$ cat config.mk
export PLATFORM = sky130hd
export DESIGN_NAME = sd_cmd_sequencer
export DESIGN_NICKNAME = d
export VERILOG_FILES = /design/src/rtl/sd_cmd_sequencer.sv
export SDC_FILE = /design/constraint.sdc
export NUM_CORES = 1
export LEC_CHECK = 0
export BUFFER_PORTS_ARGS = -buffer_cell sky130_fd_sc_hd__buf_2
export CORE_ASPECT_RATIO = 1.1
export CORE_MARGIN = 2
export CORE_UTILIZATION = 25
export CTS_CLUSTER_SIZE = 28
export DETAILED_ROUTE_END_ITERATION = 12
export GPL_TIMING_DRIVEN = 0
export SLEW_MARGIN = 20
export SYNTH_ARGS = -nofsm -noshare
export SYNTH_HDL_FRONTEND = slang
export SYNTH_SLANG_ARGS = --single-unit
$ cat constraint.sdc
create_clock -name spi_clk_in -period 2.91 [get_ports spi_clk_in]
set_input_delay 0 -clock spi_clk_in [delete_from_list [all_inputs] [get_ports spi_clk_in]]
set_output_delay 0 -clock spi_clk_in [all_outputs]
set_load 0.005 [all_outputs]
$ cat src/rtl/sd_cmd_sequencer.sv
// SD SPI-mode command sequencer: sends CMD/ARG/CRC through spi_front, polls for R1, owns cs_n.
// Optional SD_CRC7_EN computes a real CRC7; otherwise fixed CRC bytes for CMD0/CMD8 are used.
module sd_cmd_sequencer #(
  parameter int unsigned POLL_MAX = 8
) (
  input  logic        spi_clk_in,
  input  logic        rst,
  input  logic        cmd_start,
  input  logic [5:0]  cmd_index,
  input  logic [31:0] cmd_arg,
  input  logic        cmd_keep_cs,
  input  logic        cs_release,
  output logic        cmd_busy,
  output logic        cmd_done,
  output logic        cmd_timeout,
  output logic [7:0]  r1,
  output logic        cs_n,
  output logic        spi_begin,
  output logic        spi_wide,
  output logic [31:0] data_mosi,
  input  logic        spi_busy,
  input  logic [31:0] data_miso
);

  typedef enum logic [2:0] {StIdle, StCmd, StArg, StCrc, StPoll, StDone} state_e;

  localparam logic [7:0] PollMax = 8'(POLL_MAX);

  state_e      state_q, state_d;
  logic        wait_q, wait_d;
  logic [5:0]  index_q, index_d;
  logic [31:0] arg_q, arg_d;
  logic        keep_q, keep_d;
  logic        cs_n_q, cs_n_d;
  logic        timeout_q, timeout_d;
  logic [7:0]  r1_q, r1_d;
  logic [7:0]  poll_cnt_q, poll_cnt_d;
  logic [7:0]  poll_cnt_inc;
  logic [7:0]  crc_byte;
  logic        xfer_done;

`ifdef SD_CRC7_EN
  logic [6:0] crc_q, crc_d;

  function automatic logic [6:0] crc7(input logic [39:0] bits);
    logic [6:0] c;
    logic       fb;
    c = '0;
    for (int i = 39; i >= 0; i--) begin
      fb = bits[i] ^ c[6];
      c  = {c[5:0], 1'b0};
      if (fb) c = c ^ 7'h09;
    end
    return c;
  endfunction

  assign crc_byte = {crc_q, 1'b1};
`else
  always_comb begin
    case (index_q)
      6'd0:    crc_byte = 8'h95;
      6'd8:    crc_byte = 8'h87;
      default: crc_byte = 8'h01;
    endcase
  end
`endif

  assign poll_cnt_inc = poll_cnt_q + 8'd1;
  assign cmd_busy     = (state_q != StIdle);
  assign cmd_done     = (state_q == StDone);
  assign cmd_timeout  = timeout_q;
  assign r1           = r1_q;
  assign cs_n         = cs_n_q;

  always_comb begin
    state_d    = state_q;
    wait_d     = wait_q;
    index_d    = index_q;
    arg_d      = arg_q;
    keep_d     = keep_q;
    cs_n_d     = cs_n_q;
    timeout_d  = timeout_q;
    r1_d       = r1_q;
    poll_cnt_d = poll_cnt_q;
`ifdef SD_CRC7_EN
    crc_d      = crc_q;
`endif
    spi_begin  = 1'b0;
    spi_wide   = 1'b0;
    data_mosi  = '0;
    xfer_done  = 1'b0;

    case (state_q)
      StCmd:   data_mosi = {24'h0, 2'b01, index_q};
      StArg:   begin
        data_mosi = arg_q;
        spi_wide  = 1'b1;
      end
      StCrc:   data_mosi = {24'h0, crc_byte};
      StPoll:  data_mosi = 32'hFFFF_FFFF;
      default: data_mosi = '0;
    endcase

    // Shared ISSUE/WAIT handshake for every transfer state.
    if (state_q inside {StCmd, StArg, StCrc, StPoll}) begin
      if (!wait_q) begin
        spi_begin = 1'b1;
        if (spi_busy) wait_d = 1'b1;
      end else if (!spi_busy) begin
        wait_d    = 1'b0;
        xfer_done = 1'b1;
      end
    end

    case (state_q)
      StIdle: begin
        if (cmd_start) begin
          index_d    = cmd_index;
          arg_d      = cmd_arg;
          keep_d     = cmd_keep_cs;
          timeout_d  = 1'b0;
          cs_n_d     = 1'b0;
          poll_cnt_d = '0;
          wait_d     = 1'b0;
`ifdef SD_CRC7_EN
          crc_d      = crc7({2'b01, cmd_index, cmd_arg});
`endif
          state_d    = StCmd;
        end else if (cs_release) begin
          cs_n_d = 1'b1;
        end
      end
      StCmd:  if (xfer_done) state_d = StArg;
      StArg:  if (xfer_done) state_d = StCrc;
      StCrc:  if (xfer_done) state_d = StPoll;
      StPoll: begin
        if (xfer_done) begin
          if (!data_miso[7]) begin
            r1_d    = data_miso[7:0];
            state_d = StDone;
          end else if (poll_cnt_inc == PollMax) begin
            r1_d      = 8'hFF;
            timeout_d = 1'b1;
            state_d   = StDone;
          end else begin
            poll_cnt_d = poll_cnt_inc;
          end
        end
      end
      StDone: begin
        state_d = StIdle;
        if (!keep_q || timeout_q) cs_n_d = 1'b1;
      end
      default: state_d = StIdle;
    endcase
  end

  always_ff @(posedge spi_clk_in or posedge rst) begin
    if (rst) begin
      state_q    <= StIdle;
      wait_q     <= 1'b0;
      index_q    <= '0;
      arg_q      <= '0;
      keep_q     <= 1'b0;
      cs_n_q     <= 1'b1;
      timeout_q  <= 1'b0;
      r1_q       <= 8'hFF;
      poll_cnt_q <= '0;
`ifdef SD_CRC7_EN
      crc_q      <= '0;
`endif
    end else begin
      state_q    <= state_d;
      wait_q     <= wait_d;
      index_q    <= index_d;
      arg_q      <= arg_d;
      keep_q     <= keep_d;
      cs_n_q     <= cs_n_d;
      timeout_q  <= timeout_d;
      r1_q       <= r1_d;
      poll_cnt_q <= poll_cnt_d;
`ifdef SD_CRC7_EN
      crc_q      <= crc_d;
`endif
    end
  end

endmodule

==> flow_summary.toml <==
[worst_setup_path]
r2r_end = "poll_cnt_q[0]"
worstSetupPathType = "register to output port"
cp_max_fo = 10
crit_top_cell = "buf_2"
required_ns = 2.91
start_kind = "register"
startpoint = "state_q[1]"
r2r_slack_ns = 0.77
slowest_stage = "nor2b_1"
critical_path.max_stage_delay_ns = 0.43
cp-endpoint = "data_mosi[12]"
worstRegToRegCells = 6
crit_family = "simple AND/OR/NAND/NOR gates"
worstPathArrival_ns = 2.19
crit_chain = "buf_4, nor2b_1, nor2b_1, buf_2, buf_2, nand2_1, nand2_1, buf_2"
worstSetupEndpointType = "output port"
crit_cells = 8
critPathBufInv = 4
r2r_start = "poll_cnt_q[0]"

[yosys]
netlist_area_mm2 = 0.00307
ys_ff_latch = 61
synth_nets = 361
netlist.area_leader.share_pct = 42.4
seq_area_frac_synth_pct = 50.1
synth_fa_ha_area_share_pct = 0.815
yosys-mux-area-fraction_pct = 15.0
synth_warnings = 0
synthTopCellsByCount = "60 x nand2_1, 52 x dfrtp_1, 25 x mux2_2"
synth_enable_flop_cells = 0
yosys.area.top_type = "dfrtp_1"
synth_area_leaders = "dfrtp_1 42%, mux2_2 9.2%, dfstp_2 7.7%"
synth_flop_cell = "dfrtp_1"
async_reset_ff_share_pct = 100
synth.most_common_cell = "nand2_1"
synth_top_family_by_area = "simple AND/OR/NAND/NOR gates"
synthCells = 283
synth_compound_area_share_pct = 12.5
postSynthAreaPerCell_um2 = 10.8
synth_cell_type_count = 52
yosys.area_share.simple_pct = 15.6
synthXorXnorAreaFrac_pct = 1.43

[route]
ant_nets = 0
drtPass1Iterations = 4
routed_wl_um = 8200
viasPerCell = 4.46
route.detailed.drc = 0
drtIter0Drc = 55
wire_per_inst_um = 13.7
vias = 2673

[grt]
grt-ovfl-total = 0
grt_start_max_net_pins = 36
antenna_found_initial = 0
first_global_vias = 2841
grt_pass1_wl_um = 13500
grt.total_usage_pct = 13.2

[cts]
post_cts_buffers = 0
clock_latency_ns = 0.32
h-tree-depth = 3
cts_root_buf = "clkbuf_16"
cts-buffers-inserted = 9
ctsResizeCount = 0
clk_pin_slew_ns = 0.05
cts.sinks = 61
clockBufferDepth = 2
cts_tree = "built"

[die]
initial_utilization_pct = 25.5
fp.dieH_um = 120
rows = 42
dieArea_mm2 = 0.0132
die_w_um = 110
ioPinCount = 122
core_area_mm2 = 0.0120

[final_layout]
diodes = 0
area_growth_pct = 48.2
fin_area_mm2 = 0.00455
final_util_pct = 37.8
fin_cells = 600
final_nets = 520
drive_gt1_share_pct = 37.4

[placed_design]
gp_congestion = 0.747
numPortBuffers = 97
hpwl_um = 5880
preCtsSetupSlack_ns = 0.755
postPlaceCellArea_mm2 = 0.00377
place_inst = 535

[timing]
fin_ws_ns = 0.719
rsz0062_at_grt = "false"
fin_setup_tns_ns = 0
setup_viol = 0
relSlewSlack_pct = 67.8
fin_crit_sh_pct = 75.3
tightest_slew_ns = 0.482
min_period_ns = 2.19
hold_slack_ns = 0.164
fmaxAchievable_mhz = 456
hold_violations = 0
skew_ns = 0.00620
drv_slew = 0

[power_and_ir_drop]
power.total_mw = 3.81
p_per_area_mw_per_mm2 = 838
power_leakage_nw = 2.24
irDropWorstVdd_mv = 0.329

[worst_hold_path]
hold_class = "input port to register"

[status]
status = "finished, final reports clean"

[flow_run]
drv_cap = 0
where the power goes:
group | internal (mW) | switching (mW) | total, mW
clock | 0.639 | 0.347 | 0.986
sequential | 1.25 | 0.198 | 1.45
combinational | 0.740 | 0.638 | 1.38
total | 2.63 | 1.18 | 3.81
cell families after synthesis:
family,Yosys count
muxes,41
DFF,61
AOI/OAI and AO/OA,53
buffers and inverters,22
and+or+nand+nor,99
adders and majority gates,2
xor gates and xnor gates,5
repair_timing:
item                       4_1_cts  5_1_grt
hold endpoints to repair        80        0
setup endpoints to repair        0        0
hold buffers                    50        0
worst reg2reg max path: cells and delay by family, from the launching register on:
family / cells / cell delay [ns]
AO/OA/AOI/OAI: 1 / 0.26
multiplexers: 1 / 0.27
flip-flops: 1 / 0.46
AND/OR/NAND/NOR: 3 / 0.75
adder cells (fa/ha/maj): 1 / 0.29
placed cells by master (no fill, tap or decap), drive strengths merged, types with 4 or more instances in the layout:
master | synthesis | layout
a21oi | 10 | 10
nor2b | 6 | 6
nand3 | 4 | 4
clkbuf | 6 | 20
dfrtp | 52 | 52
o22a | 7 | 7
mux2 | 40 | 40
a22oi | 6 | 6
buf | 11 | 109
nor2 | 11 | 11
o21ai | 12 | 12
dlygate4sd3 | 0 | 50
nand2 | 60 | 60
inv | 5 | 5
dfstp | 9 | 9
how the worst min path moves through the flow:
stage,startpoint,end,slack [ns],cells past startpoint
floorplan,cmd_keep_cs,keep_q,0.12,2
global placement,cmd_keep_cs,keep_q,0.21,3
detailed placement,rst,arg_q[23],0.01,2
CTS,cmd_start,wait_q,0.15,4
global route,cmd_start,wait_q,0.19,4
finish,cmd_start,wait_q,0.16,4
layer usage:
metal	vias up	GRT usage [%]	share of wire (%)
met5	-	0	0
li1	1307	-	-
met4	0	4.19	1.5
met1	1291	16.0	43
met3	10	3.67	4.5
met2	65	22.6	51
state kept, by name (all words and copies together) (netlist names):
signal and flops:
cs_n 1, r1 8, index_q 6, state_q 3, cmd_timeout 1, arg_q 32, poll_cnt_q 8, wait_q 1
keep_q 1
layout make-up:
cell class              instances  area, µm²
fillers                      1169       7480
flip-flops and latches         61       1540
multi-input cells             200       1390
repair buffers                148       1010
clock buffers                  14        274
well taps                     154        193
plain buffers                  17        121
inverters                       5       21.3
clock inverters                 1       5.00
(Power assumes the default switching activity.)
